File: config.mk
export PLATFORM = sky130hd
export DESIGN_NAME = rv_mc_ctrl_flat
export DESIGN_NICKNAME = d
export VERILOG_FILES = /design/src/rtl/rv_mc_ctrl_pkg.sv /design/src/rtl/rv_mc_ctrl_if.sv /design/src/rtl/rv_mc_watchdog.sv /design/src/rtl/rv_mc_ctrl.sv /design/src/flat_wrapper.sv
export SDC_FILE = /design/constraint.sdc
export NUM_CORES = 1
export LEC_CHECK = 0
export ABC_AREA = 1
export CORE_ASPECT_RATIO = 0.6
export CORE_UTILIZATION = 30
export CTS_CLUSTER_SIZE = 30
export DETAILED_ROUTE_END_ITERATION = 12
export GPL_ROUTABILITY_DRIVEN = 0
export MAX_ROUTING_LAYER = met4
export PLACE_DENSITY = 0.65
export SLEW_MARGIN = 10
export SYNTH_ARGS = -nofsm -noshare
export SYNTH_HDL_FRONTEND = slang
export SYNTH_HIERARCHICAL = 1
export SYNTH_SLANG_ARGS = --single-unit
export TNS_END_PERCENT = 20
File: constraint.sdc
create_clock -name clk_i -period 3.8 [get_ports clk_i]
set_input_delay 1.14 -clock clk_i [delete_from_list [all_inputs] [get_ports clk_i]]
set_output_delay 1.14 -clock clk_i [all_outputs]
set_load 0.01 [all_outputs]
File: src/rtl/rv_mc_ctrl_pkg.sv
// Shared types for the multicycle RV control FSM: state, opcode, and datapath select encodings.
package rv_mc_ctrl_pkg;

    typedef enum logic [3:0] {
        StReset,
        StFetch,
        StIwait,
        StDecode,
        StExecR,
        StExecI,
        StAluWb,
        StLuiWb,
        StMemAddr,
        StDreqRd,
        StDwait,
        StLoadWb,
        StDreqWr,
        StBranch,
        StTrap
    } mc_state_e;

    typedef enum logic [6:0] {
        OpLoad   = 7'b0000011,
        OpOpImm  = 7'b0010011,
        OpStore  = 7'b0100011,
        OpOp     = 7'b0110011,
        OpLui    = 7'b0110111,
        OpBranch = 7'b1100011
    } opcode_e;

    typedef enum logic {
        PcSelPlus4  = 1'b0,
        PcSelBranch = 1'b1
    } pc_sel_e;

    typedef enum logic [1:0] {
        WbAlu  = 2'b00,
        WbLoad = 2'b01,
        WbImm  = 2'b10
    } wb_sel_e;

    typedef enum logic [1:0] {
        AluAdd   = 2'b00,
        AluSub   = 2'b01,
        AluFunct = 2'b10
    } alu_op_e;

    // States that sit on an external memory handshake and are covered by the watchdog.
    function automatic logic is_wait_state(input mc_state_e s);
        return s inside {StFetch, StIwait, StDreqRd, StDwait, StDreqWr};
    endfunction

endpackage

File: src/rtl/rv_mc_ctrl_if.sv
// Instruction and data memory req/gnt/rvalid handshake bundle between the core control and memory.
interface rv_mc_ctrl_if;

    logic imem_req;
    logic imem_gnt;
    logic imem_rvalid;
    logic dmem_req;
    logic dmem_we;
    logic dmem_gnt;
    logic dmem_rvalid;

    modport master (
        output imem_req,
        input  imem_gnt,
        input  imem_rvalid,
        output dmem_req,
        output dmem_we,
        input  dmem_gnt,
        input  dmem_rvalid
    );

    modport slave (
        input  imem_req,
        output imem_gnt,
        output imem_rvalid,
        input  dmem_req,
        input  dmem_we,
        output dmem_gnt,
        output dmem_rvalid
    );

endinterface

File: src/rtl/rv_mc_watchdog.sv
// Counts consecutive memory-wait cycles; pulses timeout_o on the MAX_WAIT-th cycle of one wait.
module rv_mc_watchdog #(
    parameter int unsigned MAX_WAIT = 255
) (
    input  logic clk_i,
    input  logic rst_ni,
    input  logic waiting_i,
    input  logic clear_i,
    output logic timeout_o
);

    localparam int unsigned CntW = (MAX_WAIT > 1) ? $clog2(MAX_WAIT) : 1;

    logic [CntW-1:0] cnt_d, cnt_q;

    // cnt_q holds the number of earlier cycles already spent in the current wait.
    assign timeout_o = waiting_i && (cnt_q == CntW'(MAX_WAIT - 1));

    always_comb begin
        cnt_d = cnt_q;
        if (clear_i || !waiting_i) begin
            cnt_d = '0;
        end else begin
            cnt_d = cnt_q + CntW'(1);
        end
    end

    always_ff @(posedge clk_i or negedge rst_ni) begin
        if (!rst_ni) begin
            cnt_q <= '0;
        end else begin
            cnt_q <= cnt_d;
        end
    end

endmodule

File: src/rtl/rv_mc_ctrl.sv
// Multicycle control FSM: fetch/decode/execute/memory/writeback over a shared datapath.
// Optional performance counters are built only when RV_MC_PERF_EN is defined.
module rv_mc_ctrl
    import rv_mc_ctrl_pkg::*;
#(
    parameter int unsigned MAX_WAIT = 255,
    parameter int unsigned CNT_W    = 32
) (
    input  logic             clk_i,
    input  logic             rst_ni,
    rv_mc_ctrl_if.master     mem_if,
    input  logic [6:0]       opcode_i,
    input  logic             alu_zero_i,
    output logic             ir_we_o,
    output logic             pc_we_o,
    output logic             pc_sel_o,
    output logic [1:0]       alu_op_o,
    output logic             alu_b_sel_o,
    output logic             rd_we_o,
    output logic [1:0]       wb_sel_o,
    output logic             retire_o,
    output logic             trap_o,
    output logic             bus_err_o,
    output logic [CNT_W-1:0] cycle_cnt_o,
    output logic [CNT_W-1:0] instret_cnt_o
);

    mc_state_e state_d, state_q;
    logic      bus_err_d, bus_err_q;
    logic      wd_waiting, wd_clear, wd_timeout;
    pc_sel_e   pc_sel;
    alu_op_e   alu_op;
    wb_sel_e   wb_sel;

    assign wd_waiting = is_wait_state(state_q);
    assign wd_clear   = (state_d != state_q);

    rv_mc_watchdog #(
        .MAX_WAIT (MAX_WAIT)
    ) u_watchdog (
        .clk_i     (clk_i),
        .rst_ni    (rst_ni),
        .waiting_i (wd_waiting),
        .clear_i   (wd_clear),
        .timeout_o (wd_timeout)
    );

    always_comb begin
        state_d         = state_q;
        bus_err_d       = bus_err_q;
        mem_if.imem_req = 1'b0;
        mem_if.dmem_req = 1'b0;
        mem_if.dmem_we  = 1'b0;
        ir_we_o         = 1'b0;
        pc_we_o         = 1'b0;
        pc_sel          = PcSelPlus4;
        alu_op          = AluAdd;
        alu_b_sel_o     = 1'b0;
        rd_we_o         = 1'b0;
        wb_sel          = WbAlu;
        retire_o        = 1'b0;

        unique case (state_q)
            StReset: state_d = StFetch;
            StFetch: begin
                mem_if.imem_req = 1'b1;
                if (mem_if.imem_gnt) state_d = StIwait;
            end
            StIwait: begin
                if (mem_if.imem_rvalid) begin
                    ir_we_o = 1'b1;
                    pc_we_o = 1'b1;
                    state_d = StDecode;
                end
            end
            StDecode: begin
                case (opcode_i)
                    OpOp:             state_d = StExecR;
                    OpOpImm:          state_d = StExecI;
                    OpLoad, OpStore:  state_d = StMemAddr;
                    OpBranch:         state_d = StBranch;
                    OpLui:            state_d = StLuiWb;
                    default:          state_d = StTrap;
                endcase
            end
            StExecR: begin
                alu_op  = AluFunct;
                state_d = StAluWb;
            end
            StExecI: begin
                alu_op      = AluFunct;
                alu_b_sel_o = 1'b1;
                state_d     = StAluWb;
            end
            StAluWb: begin
                rd_we_o  = 1'b1;
                retire_o = 1'b1;
                state_d  = StFetch;
            end
            StLuiWb: begin
                rd_we_o  = 1'b1;
                wb_sel   = WbImm;
                retire_o = 1'b1;
                state_d  = StFetch;
            end
            StMemAddr: begin
                alu_b_sel_o = 1'b1;
                state_d     = (opcode_i == OpStore) ? StDreqWr : StDreqRd;
            end
            StDreqRd: begin
                mem_if.dmem_req = 1'b1;
                if (mem_if.dmem_gnt) state_d = StDwait;
            end
            StDwait: begin
                if (mem_if.dmem_rvalid) state_d = StLoadWb;
            end
            StLoadWb: begin
                rd_we_o  = 1'b1;
                wb_sel   = WbLoad;
                retire_o = 1'b1;
                state_d  = StFetch;
            end
            StDreqWr: begin
                mem_if.dmem_req = 1'b1;
                mem_if.dmem_we  = 1'b1;
                // A store has nothing to write back, so acceptance completes it.
                if (mem_if.dmem_gnt) begin
                    retire_o = 1'b1;
                    state_d  = StFetch;
                end
            end
            StBranch: begin
                alu_op   = AluSub;
                pc_we_o  = alu_zero_i;
                pc_sel   = alu_zero_i ? PcSelBranch : PcSelPlus4;
                retire_o = 1'b1;
                state_d  = StFetch;
            end
            StTrap:  state_d = StTrap;
            default: state_d = StTrap;
        endcase

        // A handshake that makes progress on its last allowed cycle is not a timeout.
        if (wd_timeout && (state_d == state_q)) begin
            state_d   = StTrap;
            bus_err_d = 1'b1;
        end
    end

    always_ff @(posedge clk_i or negedge rst_ni) begin
        if (!rst_ni) begin
            state_q   <= StReset;
            bus_err_q <= 1'b0;
        end else begin
            state_q   <= state_d;
            bus_err_q <= bus_err_d;
        end
    end

    assign pc_sel_o  = pc_sel;
    assign alu_op_o  = alu_op;
    assign wb_sel_o  = wb_sel;
    assign trap_o    = (state_q == StTrap);
    assign bus_err_o = bus_err_q;

`ifdef RV_MC_PERF_EN
    logic [CNT_W-1:0] cycle_cnt_d, cycle_cnt_q;
    logic [CNT_W-1:0] instret_cnt_d, instret_cnt_q;

    always_comb begin
        cycle_cnt_d   = cycle_cnt_q + CNT_W'(1);
        instret_cnt_d = instret_cnt_q;
        if (retire_o) instret_cnt_d = instret_cnt_q + CNT_W'(1);
    end

    always_ff @(posedge clk_i or negedge rst_ni) begin
        if (!rst_ni) begin
            cycle_cnt_q   <= '0;
            instret_cnt_q <= '0;
        end else begin
            cycle_cnt_q   <= cycle_cnt_d;
            instret_cnt_q <= instret_cnt_d;
        end
    end

    assign cycle_cnt_o   = cycle_cnt_q;
    assign instret_cnt_o = instret_cnt_q;
`else
    assign cycle_cnt_o   = '0;
    assign instret_cnt_o = '0;
`endif

endmodule

File: src/flat_wrapper.sv
// flat-port wrapper written by rule: the top's interface ports become plain ports
module rv_mc_ctrl_flat import rv_mc_ctrl_pkg::*;
#(
    parameter int unsigned MAX_WAIT = 255,
    parameter int unsigned CNT_W    = 32
)
  (clk_i, rst_ni, opcode_i, alu_zero_i, ir_we_o, pc_we_o, pc_sel_o, alu_op_o, alu_b_sel_o, rd_we_o, wb_sel_o, retire_o, trap_o, bus_err_o, cycle_cnt_o, instret_cnt_o, mem_if_imem_req, mem_if_imem_gnt, mem_if_imem_rvalid, mem_if_dmem_req, mem_if_dmem_we, mem_if_dmem_gnt, mem_if_dmem_rvalid);
  rv_mc_ctrl_if mem_if_i ();
  input  logic clk_i;
  input  logic rst_ni;
  input  logic [6:0] opcode_i;
  input  logic alu_zero_i;
  output logic ir_we_o;
  output logic pc_we_o;
  output logic pc_sel_o;
  output logic [1:0] alu_op_o;
  output logic alu_b_sel_o;
  output logic rd_we_o;
  output logic [1:0] wb_sel_o;
  output logic retire_o;
  output logic trap_o;
  output logic bus_err_o;
  output logic [CNT_W-1:0] cycle_cnt_o;
  output logic [CNT_W-1:0] instret_cnt_o;
  output wire logic [$bits(mem_if_i.imem_req)-1:0] mem_if_imem_req;
  input wire logic [$bits(mem_if_i.imem_gnt)-1:0] mem_if_imem_gnt;
  input wire logic [$bits(mem_if_i.imem_rvalid)-1:0] mem_if_imem_rvalid;
  output wire logic [$bits(mem_if_i.dmem_req)-1:0] mem_if_dmem_req;
  output wire logic [$bits(mem_if_i.dmem_we)-1:0] mem_if_dmem_we;
  input wire logic [$bits(mem_if_i.dmem_gnt)-1:0] mem_if_dmem_gnt;
  input wire logic [$bits(mem_if_i.dmem_rvalid)-1:0] mem_if_dmem_rvalid;
  assign mem_if_imem_req = mem_if_i.imem_req;
  assign mem_if_i.imem_gnt = mem_if_imem_gnt;
  assign mem_if_i.imem_rvalid = mem_if_imem_rvalid;
  assign mem_if_dmem_req = mem_if_i.dmem_req;
  assign mem_if_dmem_we = mem_if_i.dmem_we;
  assign mem_if_i.dmem_gnt = mem_if_dmem_gnt;
  assign mem_if_i.dmem_rvalid = mem_if_dmem_rvalid;
  rv_mc_ctrl #(.MAX_WAIT(MAX_WAIT), .CNT_W(CNT_W)) u_core (.clk_i(clk_i), .rst_ni(rst_ni), .mem_if(mem_if_i), .opcode_i(opcode_i), .alu_zero_i(alu_zero_i), .ir_we_o(ir_we_o), .pc_we_o(pc_we_o), .pc_sel_o(pc_sel_o), .alu_op_o(alu_op_o), .alu_b_sel_o(alu_b_sel_o), .rd_we_o(rd_we_o), .wb_sel_o(wb_sel_o), .retire_o(retire_o), .trap_o(trap_o), .bus_err_o(bus_err_o), .cycle_cnt_o(cycle_cnt_o), .instret_cnt_o(instret_cnt_o));
endmodule
==> run_results.csv <==
group,metric,value,unit
status,status,"finished, final reports clean",
sta,relSlewSlack,62.8,%
critical_path,reg2reg_from,"u_core/state_q[0]",
global_route,antenna_found_initial,0,
critical_path,cp_data_arrival_time,2.40,ns
sta,finalSetupTns,0,ns
clock_network,cts_tree,"done",
global_route,grtUsageMet3,2.48,%
clock_network,post_cts_buffers,0,
sta,fin_skew,0.00265,ns
routing,ant_nets,0,
critical_path,critPathLaunch,"mem_if_dmem_gnt",
global_route,grt_busiest_layer,"met1",
pwr,p_comb_share,16.7,%
die,die_area,5790,sq um
clock_network,hold_buffers,0,
clock_network,ctsResizeCount,0,
synth,syn_area,1640,sq um
routing,totalWireLength,3130,um
global_route,use_met2,12.9,%
run,cap_violations,0,
clock_network,clockBufferDepth,2,
global_route,overflow,0,
synth,netlist.top_cell.by_area,"buf_4",
critical_path,ff2ff_path_depth,17,
clock_network,clock-root-buffer,"clkbuf_8",
cells_and_area,final_common_cell,"conb_1",
pwr,vdd_drop_max,0.103,mV
cells_and_area,drive_gt1_share,9.22,%
synth,yosysUniqueCellTypes,27,
cells_and_area,diodes,0,
cells_and_area,final_cell_mix,"conb_1 (64), nand2_1 (50), nor2_1 (31), clkdlybuf4s50_1 (28), inv_1 (26)",
synth,synth_top_area_share,29.2,%
critical_path,cp-start-kind,"input pin",
routing,via_per_inst,3.99,
synth,synth_seq_cells,13,
pwr,power_density,174,nW/um^2
synth,synthCells,252,
clock_network,cts.clk_slew.worst_paths,0.05,ns
critical_path,rrSetupSlack,1.10,ns
die,die-height,59.3,um
die,initial_core_util,31.9,%
routing,wl_per_cell,8.99,um
synth,avgSynthCellArea,6.52,sq um
pwr,switching_share,27.6,%
cells_and_area,nNetsFinal,299,
placement,placed_cell_area,1750,sq um
pwr,seqPwrFrac,44.4,%
pwr,power,313,uW
global_route,grt_max_degree,14,
critical_path,crit_required,2.66,ns
critical_path,end_kind,"primary output",
sta,slew_violations,0,
hold_path,hold_end,"u_core/bus_err_o",
critical_path,critPathSlowestCell,"clkdlybuf4s50_1",
sta,setup_violations,0,
global_route,grt_pass1_wl,4820,um
die,io_pins,93,
cells_and_area,area_growth,9.29,%
sta,rsz0062_at_grt,"false",
global_route,grtUsageMet1,17.4,%
critical_path,crit_chain,"clkdlybuf4s50_1, o211ai_1, nand2_2, clkdlybuf4s50_1",
critical_path,cp_common_cell,"clkdlybuf4s50_1",
synth,yosysSeqAreaShare,19.8,%
placement,port_buffers,28,
sta,hold_violations,0,
critical_path,critical_path_class,"in -> out",
sta,period_minus_slack,3.54,ns
placement,place_hpwl,2680,um
sta,fmax,282,MHz
critical_path,critPathMaxFanout,3,
routing,via_count,1390,
pwr,p_leak,0.909,nW
clock_network,htree_levels,1,
hold_path,min_path_cells,2,
critical_path,critPathTopFamily,"buffers and inverters",
synth,ys.warnings.count,6,
global_route,track_usage,11.0,%
critical_path,critPathBufInv,2,
clock_network,clk_latency,0.24,ns
cells_and_area,stdcell_area,1800,sq um
placement,dp_worst_setup_slack,0.255,ns
die,rows,20,
sta,tightest_slew,0.556,ns
die,core-area,5150,sq um
routing,drc,0,
routing,drtPass1Iterations,4,
pwr,clkPwrFrac,38.9,%
sta,fin_ws,0.259,ns
hold_path,hp-class,"reg -> reg",
die,die_x,97.5,um
sta,period_share,93.2,%
pwr,p_int,226,uW
critical_path,cp_slowest_stage_delay,0.53,ns
clock_network,clock-sinks,13,
pwr,p_sw,86.3,uW
hold_path,hp-start,"u_core/bus_err_o",
synth,synth_area_leaders,"buf_4 (29%), dfrtp_1 (20%), nand2_1 (11%), nor2_1 (7.1%), inv_1 (5.9%)",
global_route,grt_pass1_vias,1013,
critical_path,r2r_end,"u_core/u_watchdog/cnt_q[2]",
clock_network,cts_buffers,3,
routing,drt_iter0_drc,104,
[kinds of logic (layout without fill, tap and decap cells)]
| group | count (synthesis) | in the layout | synth area share, % |
|---|---|---|---|
| flip-flops | 13 | 13 | 19.8 |
| AO/OA/AOI/OAI | 18 | 18 | 6.78 |
| other | 1 | 64 | 0.228 |
| adder cells (fa/ha/maj) | 2 | 2 | 1.52 |
| AND/OR/NAND/NOR | 121 | 121 | 34.4 |
| buffers and inverters | 97 | 64 | 37.2 |
[worst register-to-register path: cells and delay by family, from the launching register on]
family / cells / cell delay (ns)
compound gates: 2 / 0.25
simple gates: 11 / 1.54
flops: 1 / 0.48
buf+inv: 4 / 0.36
[how the worst max path moves through the flow]
stage | to | slack [ns] | cells after the start
detailed placement | retire_o | 0.26 | 4
CTS | retire_o | 0.25 | 4
finish | retire_o | 0.26 | 4
global route | pc_we_o | 0.19 | 4
floorplan | u_core/u_watchdog/cnt_q[2] | 1.04 | 17
global placement | retire_o | 0.26 | 4
[final cells by class]
| cell class | count | area [sq um] |
|---|---|---|
| multi-input combinational | 205 | 942 |
| timing repair buffer | 28 | 280 |
| clock buffer | 4 | 45.0 |
| sequential | 13 | 325 |
| inverter | 32 | 120 |
| fill | 573 | 3360 |
| tap | 66 | 82.6 |
[state kept, by name, indices dropped and copies added (netlist names)]
register,flops
u_core/bus_err_o,1
u_core/state_q,4
u_core/u_watchdog/cnt_q,8
[per-layer routing]
layer  share of wire [%]  vias to the layer above
met5                   0                        -
met4                0.74                        0
met3                 8.5                        4
met2                  38                       64
met1                  53                      601
li1                    -                      721
[Yosys cell counts]
cell and n:
dfrtp_1 13, nor3_1 4, buf_6 1, nand4_1 6, nor2_2 7, o21ai_1 1, a21oi_2 1, nand2_4 1
nand3_1 14, o31ai_1 1, o21ai_0 6, buf_4 64, conb_1 1, nand3_2 2, o21bai_1 1, nor2_1 31
nand2_2 3, nand2_1 50, o211ai_1 3, a21oi_1 3, o22ai_1 1, o2111ai_1 1, nand3_4 1, inv_1 26
inv_2 6, nor2_4 2, ha_1 2
[power groups by stage]
stage                     Combinational, mW  Clock, mW  Sequential [mW]
after global routing                 0.0598      0.136            0.138
final                                0.0523      0.122            0.139
after floorplan                      0.0820          0            0.141
after detailed placement             0.0515          0            0.141
after CTS                            0.0516      0.127            0.139
after global placement               0.0514          0            0.141
[metrics by stage]
stage / std cells / hold slack (ns) / utilization, %
4_1_cts: 348 / 0.504 / 34.8
5_1_grt: 348 / 0.522 / 34.8
2_1_floorplan: 315 / 0.462 / -
6_report: 348 / 0.497 / 34.8
3_5_place_dp: 344 / 0.478 / 34.0
3_3_place_gp: 344 / 0.492 / 34.0
Note: power is estimated with default switching activity, not from simulation.
